--- config.mk ---
export PLATFORM = sky130hd
export DESIGN_NAME = chase_sequencer
export DESIGN_NICKNAME = d
export VERILOG_FILES = /design/src/rtl/chase_pkg.sv /design/src/rtl/chase_path_step.sv /design/src/rtl/chase_sequencer.sv
export SDC_FILE = /design/constraint.sdc
export NUM_CORES = 1
export LEC_CHECK = 0
export CAP_MARGIN = 20
export CORE_UTILIZATION = 55
export DETAILED_ROUTE_END_ITERATION = 12
export DONT_BUFFER_PORTS = 1
export HOLD_SLACK_MARGIN = 0.02
export MAX_ROUTING_LAYER = met4
export PLACE_DENSITY = 0.77
export SLEW_MARGIN = 40
export SYNTH_ARGS = -nofsm -noshare
export SYNTH_HDL_FRONTEND = slang
export SYNTH_SLANG_ARGS = --single-unit
--- constraint.sdc ---
create_clock -name clk -period 3.9 [get_ports clk]
set_input_delay 1.17 -clock clk [delete_from_list [all_inputs] [get_ports clk]]
set_output_delay 1.17 -clock clk [all_outputs]
set_load 0.01 [all_outputs]
--- src/rtl/chase_pkg.sv ---
// ============================================================================
// chase_pkg : mode encodings, path tables and config type for the chaser
// Rev 1.0
// ============================================================================
`default_nettype none

package chase_pkg;

   typedef enum logic [1:0] {
      MODE_FIG8   = 2'b00,
      MODE_CIRCLE = 2'b01,
      MODE_BOUNCE = 2'b10,
      MODE_FLASH  = 2'b11
   } mode_t;

   localparam logic [2:0] FIG8_LAST   = 3'd7;
   localparam logic [2:0] CIRCLE_LAST = 3'd5;

   // Segment index per path position, element 0 first (a=0 .. g=6).
   localparam logic [7:0][2:0] FIG8_SEG   = {3'd5, 3'd6, 3'd2, 3'd3, 3'd4, 3'd6, 3'd1, 3'd0};
   // Circle has six positions; the top two entries are never addressed.
   localparam logic [7:0][2:0] CIRCLE_SEG = {3'd0, 3'd0, 3'd5, 3'd4, 3'd3, 3'd2, 3'd1, 3'd0};

   localparam logic [6:0] STRIKE_ALL = 7'h7F;

   typedef struct packed {
      logic [2:0] speed;
      logic       dir;
      mode_t      mode;
      logic       run;
   } cfg_t;

   localparam cfg_t CFG_RESET = '{speed: 3'd0, dir: 1'b1, mode: MODE_FIG8, run: 1'b0};

   function automatic logic [6:0] seg_onehot(input logic [2:0] seg);
      seg_onehot = 7'd1 << seg;
   endfunction

endpackage

`default_nettype wire

--- src/rtl/chase_path_step.sv ---
// ============================================================================
// chase_path_step : next path position / bounce direction and strike vector
// Rev 1.0
// ============================================================================
`default_nettype none

module chase_path_step
   import chase_pkg::*;
(
   input  mode_t      mode,
   input  logic [2:0] pos,
   input  logic       dir,
   input  logic       bdir,
   input  mode_t      strike_mode,
   input  logic [2:0] strike_pos,
   output logic [2:0] next_pos,
   output logic       next_bdir,
   output logic [6:0] strike
);

   always_comb begin
      next_pos  = pos;
      next_bdir = bdir;
      case (mode)
         MODE_FIG8: begin
            if (dir) next_pos = (pos == FIG8_LAST) ? 3'd0 : pos + 3'd1;
            else     next_pos = (pos == 3'd0) ? FIG8_LAST : pos - 3'd1;
         end
         MODE_CIRCLE: begin
            if (dir) next_pos = (pos == CIRCLE_LAST) ? 3'd0 : pos + 3'd1;
            else     next_pos = (pos == 3'd0) ? CIRCLE_LAST : pos - 3'd1;
         end
         MODE_BOUNCE: begin
            // Reflect off either end of the circle instead of wrapping.
            if (bdir) begin
               if (pos == CIRCLE_LAST) begin
                  next_pos  = CIRCLE_LAST - 3'd1;
                  next_bdir = 1'b0;
               end else begin
                  next_pos  = pos + 3'd1;
               end
            end else begin
               if (pos == 3'd0) begin
                  next_pos  = 3'd1;
                  next_bdir = 1'b1;
               end else begin
                  next_pos  = pos - 3'd1;
               end
            end
         end
         default: next_pos = 3'd0;
      endcase
   end

   always_comb begin
      strike = '0;
      case (strike_mode)
         MODE_FIG8:   strike = seg_onehot(FIG8_SEG[strike_pos]);
         MODE_CIRCLE: strike = seg_onehot(CIRCLE_SEG[strike_pos]);
         MODE_BOUNCE: strike = seg_onehot(CIRCLE_SEG[strike_pos]);
         default:     strike = STRIKE_ALL;
      endcase
   end

endmodule

`default_nettype wire

--- src/rtl/chase_sequencer.sv ---
// ============================================================================
// chase_sequencer : step timer, path position and fade divider for the chaser
// Rev 1.0
// ============================================================================
`default_nettype none

module chase_sequencer
   import chase_pkg::*;
#(
   parameter int STEP_CNT_W = 23,
   parameter int FADE_DIV_W = 22
) (
   input  logic       clk,
   input  logic       reset,
   input  logic       cfg_valid,
   output logic       cfg_ready,
   input  logic [2:0] cfg_speed,
   input  logic       cfg_dir,
   input  logic [1:0] cfg_mode,
   input  logic       cfg_run,
   output logic [6:0] strike,
   output logic       step_pulse,
   output logic       fade_tick,
   output logic [2:0] pos,
   output logic       running
);

   typedef enum logic [0:0] {
      ST_IDLE = 1'b0,
      ST_RUN  = 1'b1
   } state_t;

   localparam logic [STEP_CNT_W-1:0] TIMER_ONE = {{(STEP_CNT_W-1){1'b0}}, 1'b1};
   localparam logic [FADE_DIV_W-1:0] FADE_ONE  = {{(FADE_DIV_W-1){1'b0}}, 1'b1};

   state_t                state;
   cfg_t                  active;
   cfg_t                  shadow;
   logic                  bdir;
   logic [STEP_CNT_W-1:0] timer;
   logic [FADE_DIV_W-1:0] fade_cnt;

   logic [STEP_CNT_W-1:0] step_last;
   logic                  boundary;
   logic                  apply;
   cfg_t                  next_cfg;
   logic [2:0]            moved_pos;
   logic                  moved_bdir;
   logic [2:0]            new_pos;
   logic                  new_bdir;
   logic [6:0]            strike_vec;

   // (speed+1) << k, minus one, is just speed in the top bits over all-ones.
   assign step_last = {active.speed, {(STEP_CNT_W-3){1'b1}}};
   assign boundary  = (state == ST_RUN) && (timer == step_last);
   assign apply     = ~cfg_ready && ((state == ST_IDLE) || boundary);
   assign next_cfg  = apply ? shadow : active;

   // Motion uses the old config; a mode switch then restarts the new path at 0.
   always_comb begin
      new_pos  = boundary ? moved_pos : pos;
      new_bdir = boundary ? moved_bdir : bdir;
      if (apply) begin
         new_bdir = shadow.dir;
         if (shadow.mode != active.mode) new_pos = 3'd0;
      end
   end

   chase_path_step u_path_step (
      .mode        (active.mode),
      .pos         (pos),
      .dir         (active.dir),
      .bdir        (bdir),
      .strike_mode (next_cfg.mode),
      .strike_pos  (new_pos),
      .next_pos    (moved_pos),
      .next_bdir   (moved_bdir),
      .strike      (strike_vec)
   );

   always_ff @(posedge clk) begin
      if (reset) begin
         state      <= ST_IDLE;
         active     <= CFG_RESET;
         shadow     <= CFG_RESET;
         bdir       <= 1'b1;
         timer      <= '0;
         fade_cnt   <= '0;
         pos        <= 3'd0;
         cfg_ready  <= 1'b1;
         strike     <= '0;
         step_pulse <= 1'b0;
         fade_tick  <= 1'b0;
         running    <= 1'b0;
      end else begin
         fade_cnt   <= fade_cnt + FADE_ONE;
         fade_tick  <= &fade_cnt;
         strike     <= '0;
         step_pulse <= 1'b0;
         active     <= next_cfg;
         pos        <= new_pos;
         bdir       <= new_bdir;

         if (cfg_valid && cfg_ready) begin
            shadow    <= cfg_t'({cfg_speed, cfg_dir, cfg_mode, cfg_run});
            cfg_ready <= 1'b0;
         end else if (apply) begin
            cfg_ready <= 1'b1;
         end

         case (state)
            ST_IDLE: begin
               timer <= '0;
               if (next_cfg.run) begin
                  state   <= ST_RUN;
                  running <= 1'b1;
                  strike  <= strike_vec;
               end
            end
            default: begin
               if (boundary) begin
                  timer <= '0;
                  if (next_cfg.run) begin
                     strike     <= strike_vec;
                     step_pulse <= 1'b1;
                  end else begin
                     state   <= ST_IDLE;
                     running <= 1'b0;
                  end
               end else begin
                  timer <= timer + TIMER_ONE;
               end
            end
         endcase
      end
   end

endmodule

`default_nettype wire

==> qor.yml, run 1 <==
insertion_delay_ns: 0.35
htreeDepth: 3
synth-seq-cells: 75
path_max_fanout: 14
finalSetupViolCount: 0
synthArstFlopShare_pct: 0
hold_path_depth: 1
grt_busiest_layer: "met2"
wire_per_inst_um: 13.60
clockRootBuffer: "clkbuf_8"
die_area_sq_um: 6735
synth_compound_area_share_pct: 12.49
clkTransAtPathRegs_ns: 0.08
drt_iter0_markers: 187
cap_violations: 0
power.density_nw_per_um2: 371.0
fin_crit_ns: 3.363
numCtsBuffers: 9
grt_use_met2_pct: 33.06
cpMostUsedCell: "ha_1"
start_util_pct: 58.18
crit_path_max_incr_delay_ns: 0.47
cts_resized: 0
grt_max_degree: 48
synth-main-ff-cell: "dfxtp_1"
slew_headroom_pct: 63.92
max_clock_freq_ghz: 0.2974
synth_seq_area_share_pct: 42.58
die_y_um: 82.07
synthAdderAreaFrac_pct: 3.549
ys_types: 62
post_cts_buffers: 0
synth_area_sq_um: 3526
fin_nets: 422
cts_tree: "yes"
met1_usage_pct: 27.01
drtPass1Iterations: 4
critPathKind: "reg -> reg"
ant_nets: 0
grt_usage_pct: 21.66
synth_top_family_by_area: "simple AND/OR/NAND/NOR gates"
gp_congestion: 0.8787
syn_to_final_growth_pct: 5.997
place_area_sq_um: 3551
cp_data_arrival_time_ns: 3.64
outcome: "finished clean"
synth_nets: 426
synthMuxAreaShare_pct: 3.371
pin_count: 24
clock-sinks: 75
ys_warn_count: 0
viasPerCell: 5.672
rows: 28
hold_path.class: "reg -> reg"
grt-ovfl-total: 0
placement.io_buffers: 0
rsz0062_at_grt: "false"
routed_wirelength_mm: 6.557
diodes: 0
ff2ff_path_depth: 11
avgSynthCellArea_sq_um: 8.684
cp-end-kind: "register"
fin_skew_ns: 0.01077
path_cells: "ha_1 > nand3_1 > nor4b_1 > a31o_2 > nor2b_1 > mux2_2 > ha_1 > nand2b_1 > a211o_2 > o221a_2 > a211oi_2"
hold_buffers: 0
synthCells: 406
worst_setup_path_start_kind: "register"
synth_edf_count: 0
leakagePower_uw: 0.001329
fin_crit_sh_pct: 86.22
synthSimpleGateAreaFrac_pct: 24.27
antenna_found_initial: 0
drc_errors: 0
slew_violations: 0
hold_violations: 0
tightest_slew_ns: 0.5404
ir_drop_mv: 0.2700
clockBufferDepth: 2
drive_above_1_share_pct: 8.845
grt_pass1_wl_mm: 10.78
core_area_sq_um: 6061
setup_tns_ns: 0
met3_usage_pct: 7.444
dr_total_vias: 2734
synth-xor-area-share_pct: 10.18
hpwl_mm: 4.612
slowest_stage: "ha_1"
fp.dieW_um: 82.07
cp.required_ns: 4.17
design_area_sq_um: 3737
grt_pass1_vias: 2373
-- flip-flops by register name, indices dropped and copies added (netlist names), 3 cells and up --
register	count
timer	23
fade_cnt	22
active	7
shadow	7
strike	7
pos	3
-- critical path: cells and delay by family, from the launching register on --
kind,cells,cell delay (ns)
simple gates,4,0.94
flops,1,0.38
compound gates,4,0.89
mux,1,0.39
fa+ha+maj,2,0.70
-- synthesized netlist by cell type, types with 2 or more instances --
master    number  share of area (%)
dfxtp_1       75                 43
and3_1         6                1.1
clkbuf_1      10                1.1
nor4b_1        2               0.50
nor3_1         9                1.3
o21ai_0       12                1.7
nand2_1       32                3.4
buf_1          2               0.21
nor3b_1        3               0.64
nand4_1        9                1.6
ha_1          10                3.5
o21bai_1       2               0.43
o21ai_2        2               0.50
or2_2          2               0.35
a21oi_1       19                2.7
nor2_1        66                7.0
inv_1         13                1.4
nand2b_1       5               0.89
xnor2_1       18                4.5
nor2b_1        8                1.4
or3_1          5               0.89
a32oi_1        3               0.75
o31ai_1        2               0.43
mux2_2         4                1.3
o21a_1         2               0.43
mux2i_1        6                1.7
nand3_1       22                3.1
xor2_1        23                5.7
-- per-stage QoR --
step	std cells	total power [uW]	utilization (%)	hold slack, ns	setup WS [ns]
floorplan	406	850.5	-	0.4175	0.8943
global placement	466	851.8	58.59	0.4263	0.6954
detailed placement	466	853.0	58.59	0.4366	0.5825
CTS	482	1400	61.66	0.4489	0.5580
global route	482	1438	61.66	0.4790	0.3130
finish	482	1386	61.66	0.4536	0.5373
-- area by class of cell --
cell class                 instances  area (sq um)
inverter                          13         48.80
clock buffer                      10         137.6
sequential                        75          1501
multi-input combinational        302          1899
clock inverter                     6         48.80
tap                               75         93.84
fill                             534          2323
timing repair buffer               1         7.507
-- cells by family (layout without fill, tap and decap cells) --
kind of cell / Yosys count / in the layout
buf+inv: 29 / 30
compound gates: 63 / 63
fa+ha+maj: 10 / 10
flops: 75 / 75
simple gates: 177 / 177
mux: 11 / 11
xor+xnor: 41 / 41
-- power breakdown --
part | internal [uW] | switching, uW | leakage (uW)
sequential | 776 | 12.1 | 0.000606
clock | 253 | 297 | 0.0000855
combinational | 21.8 | 25.6 | 0.000637
total | 1050 | 335 | 0.00133
-- routing by layer --
layer | part of all wire [%] | vias to the layer above
met5 | 0 | -
met4 | 0.85 | 0
li1 | - | 1389
met2 | 46 | 74
met3 | 6.3 | 9
met1 | 47 | 1262
-- cell usage in the layout (no fill, tap or decap), types with 3 or more instances in the layout --
cell / synthesis / routed
clkbuf_8: 0 / 10
ha_1: 10 / 10
or3_1: 5 / 5
and3_1: 6 / 6
mux2i_1: 6 / 6
a21oi_1: 19 / 19
nor2_1: 66 / 66
nand2b_1: 5 / 5
clkinvlp_4: 0 / 3
mux2_2: 4 / 4
dfxtp_1: 75 / 75
nor3_1: 9 / 9
nand3_1: 22 / 22
inv_1: 13 / 13
xnor2_1: 18 / 18
a32oi_1: 3 / 3
nand4_1: 9 / 9
xor2_1: 23 / 23
nand2_1: 32 / 32
nor3b_1: 3 / 3
nor2b_1: 8 / 8
o21ai_0: 12 / 12
-- worst paths after layout --
path | startpoint | endpoint | slack, ns
hold reg to reg | fade_cnt[0]$_SDFF_PP0_ | fade_cnt[0]$_SDFF_PP0_ | 0.45
setup / recovery | timer[0]$_SDFF_PP0_ | strike[5]$_SDFF_PP0_ | 0.54
hold / removal | fade_cnt[0]$_SDFF_PP0_ | fade_cnt[0]$_SDFF_PP0_ | 0.45
setup reg to reg | timer[0]$_SDFF_PP0_ | strike[5]$_SDFF_PP0_ | 0.54
(Power assumes the default switching activity.)
==> run 2, diff against run 1 <==
GPL_TIMING_DRIVEN = 0   (was not set)
SETUP_SLACK_MARGIN = 0.1   (was not set)
==> qor.yml, run 2 (synthesized netlist as in run 1, its figures left out) <==
outcome: "finished clean"  # unchanged
largest_reg_flops: 23  # unchanged
insertion_delay_ns: 0.34  # was 0.35 ns
internal_power_uw: 1158  # was 1052 uW
clkTransAtPathRegs_ns: 0.08  # about the same
wire_per_inst_um: 13.73  # was 13.60 um
gp_congestion: 0.8270  # was 0.8787
seqPwrFrac_pct: 52.8  # was 56.9%
switching_share_pct: 22.19  # was 24.16%
fin_crit_sh_pct: 88.66  # was 86.22%
reg_top3: "timer x23, fade_cnt x22"  # unchanged
post_cts_buffers: 0  # unchanged
finalSetupViolCount: 0  # unchanged
rows: 28  # unchanged
diodes: 0  # unchanged
nFillCells: 525  # was 534
power.density_nw_per_um2: 388.3  # was 371.0 nW/um^2
path_cells: "ha_1 > nand3_1 > nor4b_1 > a31o_2 > nor2b_1 > buf_2 > mux2_2 > ha_1 > clkbuf_4 > nor3b_1 > o41ai_1 > a21oi_1"  # was ha_1 > nand3_1 > nor4b_1 > a31o_2 > nor2b_1 > mux2_2 > ha_1 > nand2b_1 > a211o_2 > o221a_2 > a211oi_2
fp.dieW_um: 82.07  # unchanged
mostFrequentLayoutCell: "dfxtp_1"  # unchanged
critPathKind: "reg -> reg"  # unchanged
final_cells: 496  # was 482
cp_data_arrival_time_ns: 3.66  # was 3.64 ns
regMostFlops: "timer"  # unchanged
fin_nets: 437  # was 422
grt_max_degree: 14  # was 48
path_max_fanout: 10  # was 14
hold_buffers: 0  # unchanged
grt_busiest_layer: "met2"  # unchanged
cap_violations: 0  # unchanged
met3_usage_pct: 7.556  # was 7.444%
numCtsBuffers: 9  # unchanged
crit_path_max_incr_delay_ns: 0.38  # was 0.47 ns
rsz0062_at_grt: "false"  # unchanged
hold_path.class: "reg -> reg"  # unchanged
slowest_stage: "dfxtp_1"  # was ha_1
hp-start: "fade_cnt[0]$_SDFF_PP0_"  # unchanged
p_clk_share_pct: 43.0  # was 39.7%
layout_common_cells: "dfxtp_1 (75), nor2_1 (66), nand2_1 (32), xor2_1 (23), nand3_1 (22)"  # unchanged
die_area_sq_um: 6735  # unchanged
syn_to_final_growth_pct: 8.694  # was 5.997%
met1_usage_pct: 28.04  # was 27.01%
fin_ws_ns: 0.4421  # was 0.5373 ns
grt_pass1_vias: 2547  # was 2373
pin_count: 24  # unchanged
grt-ovfl-total: 0  # unchanged
hold_violations: 0  # unchanged
p_switching_uw: 330.2  # was 334.9 uW
clockBufferDepth: 2  # unchanged
clock-sinks: 75  # unchanged
placement.io_buffers: 0  # unchanged
fin_skew_ns: 0.01324  # was 0.01077 ns
regToRegStartpoint: "timer[0]$_SDFF_PP0_"  # unchanged
setup_tns_ns: 0  # unchanged
drive_above_1_share_pct: 9.026  # was 8.845%
cp_num_buf_inv: 2  # was 0
slew_violations: 0  # unchanged
worst_setup_path_start_kind: "register"  # unchanged
htreeDepth: 3  # unchanged
grt_use_met2_pct: 35.95  # was 33.06%
max_clock_freq_ghz: 0.2892  # was 0.2974 GHz
ir_drop_mv: 0.2696  # was 0.2700 mV
dr_total_vias: 2821  # was 2734
cts_resized: 0  # unchanged
die_y_um: 82.07  # unchanged
grt_usage_pct: 22.97  # was 21.66%
tightest_slew_ns: 0.5822  # was 0.5404 ns
startpoint: "timer[0]$_SDFF_PP0_"  # unchanged
core_area_sq_um: 6061  # unchanged
clockRootBuffer: "clkbuf_8"  # unchanged
place_ws_ns: 0.5009  # was 0.5825 ns
fin_crit_ns: 3.458  # was 3.363 ns
dp.cells: 481  # was 466
cpMostUsedCell: "ha_1"  # unchanged
postLayoutCoreUtil_pct: 63.23  # was 61.66%
p_comb_share_pct: 4.2  # was 3.4%
cp-end-kind: "register"  # unchanged
drt_iter0_markers: 154  # was 187
drc_errors: 0  # unchanged
crit_family: "simple AND/OR/NAND/NOR gates"  # unchanged
hpwl_mm: 4.761  # was 4.612 mm
hold_slack_ns: 0.4598  # was 0.4536 ns
cts_tree: "yes"  # unchanged
routed_wirelength_mm: 6.808  # was 6.557 mm
antenna_found_initial: 0  # unchanged
cp.required_ns: 4.10  # was 4.17 ns
leakagePower_uw: 0.001375  # was 0.001329 uW
slew_headroom_pct: 61.19  # was 63.92%
ant_nets: 0  # unchanged
grt_pass1_wl_mm: 11.39  # was 10.78 mm
drtPass1Iterations: 4  # unchanged
viasPerCell: 5.688  # was 5.672
start_util_pct: 58.18  # unchanged
-- run 2: worst paths after layout --
check                                end  slack [ns]  cells after the start
setup / recovery    strike[0]$_SDFF_PP0_        0.44                     12
setup reg to reg    strike[0]$_SDFF_PP0_        0.44                     12
hold reg to reg   fade_cnt[0]$_SDFF_PP0_        0.46                      1
hold / removal    fade_cnt[0]$_SDFF_PP0_        0.46                      1
-- run 2: power by group through the flow --
stage	clock [uW]	sequential [uW]	combinational (uW)
2_1_floorplan	0	801	49.3
6_report	640	786	62.9
3_3_place_gp	0	803	60.3
3_5_place_dp	0	804	61.6
4_1_cts	654	786	62.5
5_1_grt	682	787	70.7
-- run 2: cell type report --
| class | count | area (sq um) | area share, % |
|---|---|---|---|
| plain buffers | 16 | 76.32 | 1.992 |
| clock buffers | 9 | 123.9 | 3.232 |
| clock inverters | 6 | 88.84 | 2.318 |
| inverters | 13 | 48.80 | 1.273 |
| multi-input cells | 302 | 1899 | 49.56 |
| flip-flops and latches | 75 | 1501 | 39.18 |
| well taps | 75 | 93.84 | 2.449 |
-- run 2: metal layers --
| layer | wire [um] | up-vias |
|---|---|---|
| met5 | 0 | - |
| met4 | 45 | 0 |
| met3 | 362 | 5 |
| li1 | - | 1428 |
| met2 | 3193 | 63 |
| met1 | 3207 | 1325 |
-- run 2: through the flow --
stage               area [sq um]  total power [uW]
CTS                         3832              1502
global route                3832              1540
detailed placement          3620             865.2
global placement            3620             863.6
floorplan                   3526             850.5
finish                      3832              1488
==> run 3, diff against run 2 <==
PLACE_DENSITY = 0.66   (was 0.77)
==> qor.yml, run 3 (synthesized netlist as in run 1, its figures left out) <==
hold_violations: 0  # unchanged
die_area_sq_um: 6735  # unchanged
cp-end-kind: "register"  # unchanged
grt_usage_pct: 23.00  # was 22.97%
diodes: 0  # unchanged
seq_area_sq_um: 1501  # unchanged
regMostFlops: "timer"  # unchanged
power.density_nw_per_um2: 372.5  # was 388.3 nW/um^2
fin_crit_ns: 3.468  # was 3.458 ns
hold_path.class: "reg -> reg"  # unchanged
leakagePower_uw: 0.001368  # was 0.001375 uW
cp.required_ns: 4.11  # was 4.10 ns
nFillCells: 557  # was 525
grt_pass1_vias: 2478  # was 2547
place_ws_ns: 0.4441  # was 0.5009 ns
core_area_sq_um: 6061  # unchanged
layout_common_cells: "dfxtp_1 (75), nor2_1 (66), nand2_1 (32), xor2_1 (23), nand3_1 (22)"  # unchanged
insertion_delay_ns: 0.34  # about the same
cp_data_arrival_time_ns: 3.68  # was 3.66 ns
gp_congestion: 0.8176  # was 0.8270
finalSetupViolCount: 0  # unchanged
max_clock_freq_ghz: 0.2883  # was 0.2892 GHz
hpwl_mm: 4.894  # was 4.761 mm
clockRootBuffer: "clkbuf_8"  # unchanged
clkTransAtPathRegs_ns: 0.08  # about the same
hold_buffers: 0  # unchanged
grt-ovfl-total: 0  # unchanged
cap_violations: 0  # unchanged
path_max_fanout: 10  # unchanged
drt_iter0_markers: 107  # was 154
rrSetupSlack_ns: 0.43  # was 0.44 ns
fin_skew_ns: 0.009949  # was 0.01324 ns
pin_count: 24  # unchanged
largest_reg_flops: 23  # unchanged
cts_resized: 0  # unchanged
post_cts_buffers: 0  # unchanged
dr_total_vias: 2787  # was 2821
worst_setup_path_start_kind: "register"  # unchanged
rows: 28  # unchanged
drtPass1Iterations: 4  # unchanged
fin_nets: 437  # unchanged
antenna_found_initial: 0  # unchanged
numCtsBuffers: 9  # unchanged
fin_crit_sh_pct: 88.93  # was 88.66%
die_y_um: 82.07  # unchanged
critPathKind: "reg -> reg"  # unchanged
met1_usage_pct: 31.84  # was 28.04%
grt_max_degree: 12  # was 14
syn_to_final_growth_pct: 7.807  # was 8.694%
clock-sinks: 75  # unchanged
grt_use_met2_pct: 33.39  # was 35.95%
multi_input_area_sq_um: 1899  # unchanged
wire_per_inst_um: 13.65  # was 13.73 um
fin_ws_ns: 0.4318  # was 0.4421 ns
viasPerCell: 5.630  # was 5.688
setup_tns_ns: 0  # unchanged
slew_headroom_pct: 64.39  # was 61.19%
outcome: "finished clean"  # unchanged
regToRegStartpoint: "timer[0]$_SDFF_PP0_"  # unchanged
reg_top3: "timer x23, fade_cnt x22"  # unchanged
postLayoutCoreUtil_pct: 62.72  # was 63.23%
cts_tree: "yes"  # unchanged
met3_usage_pct: 5.333  # was 7.556%
tightest_slew_ns: 0.5192  # was 0.5822 ns
startpoint: "timer[0]$_SDFF_PP0_"  # unchanged
start_util_pct: 58.18  # unchanged
rsz0062_at_grt: "false"  # unchanged
ant_nets: 0  # unchanged
mostFrequentLayoutCell: "dfxtp_1"  # unchanged
grt_busiest_layer: "met2"  # unchanged
clockBufferDepth: 2  # unchanged
ir_drop_mv: 0.2132  # was 0.2696 mV
slew_violations: 0  # unchanged
placement.io_buffers: 0  # unchanged
htreeDepth: 3  # unchanged
fp.dieW_um: 82.07  # unchanged
drive_above_1_share_pct: 8.571  # was 9.026%
grt_pass1_wl_mm: 11.26  # was 11.39 mm
hp-start: "fade_cnt[21]$_SDFF_PP0_"  # was fade_cnt[0]$_SDFF_PP0_
routed_wirelength_mm: 6.759  # was 6.808 mm
drc_errors: 0  # unchanged
==> run 3: changes by cell type in the layout (fill, tap and decap cells not counted) <==
cell / previous run / this run
clkinvlp_4: 2 / 0
clkinv_2: 1 / 2
clkbuf_8: 9 / 10
bufinv_16: 2 / 1
clkbuf_1: 10 / 11
inv_6: 1 / 0
==> run 3: worst paths after layout <==
kind	end	cells past startpoint
worst max register to register	strike[0]$_SDFF_PP0_	12
worst min register to register	fade_tick$_SDFF_PP0_	2
worst max-delay path	strike[0]$_SDFF_PP0_	12
worst min-delay path	fade_tick$_SDFF_PP0_	2
==> run 3: worst max-delay path: stages, from the launching register on <==
cell      delay (ns)
dfxtp_1         0.37
ha_1            0.24
nand3_1         0.19
nor4b_1         0.33
a31o_2          0.27
nor2b_1         0.13
buf_2           0.24
mux2_2          0.38
ha_1            0.37
clkbuf_4        0.21
nor3b_1         0.15
o41ai_1         0.39
a21oi_1         0.08
==> run 3: metrics by stage <==
step                      hold slack (ns)  power, uW  instance area, sq um  cells
after global routing               0.4607       1468                  3801    495
after detailed placement           0.4406      866.6                  3620    481
after global placement             0.4329      865.0                  3620    481
after floorplan                    0.4175      850.5                  3526    406
final                              0.4480       1416                  3801    495
after CTS                          0.4495       1432                  3801    495
==> run 3: layout make-up <==
class	count	area share, %
clock buffer	11	3.720
multi-input combinational	302	49.97
inverter	13	1.284
sequential	75	39.50
clock inverter	3	1.053
tap	75	2.469
buffer	16	2.008
==> run 3: report_power, final <==
part / leakage, uW / internal [uW] / total [uW] / switching (uW)
Clock: 0.0000950 / 304 / 567 / 262
Sequential: 0.000606 / 777 / 786 / 9.58
Combinational: 0.000667 / 23.9 / 62.7 / 38.8
==> run 3: layer usage <==
metal,up-vias,routed length (um)
li1,1427,-
met5,-,0
met4,0,36
met3,2,214
met2,45,2908
met1,1313,3600
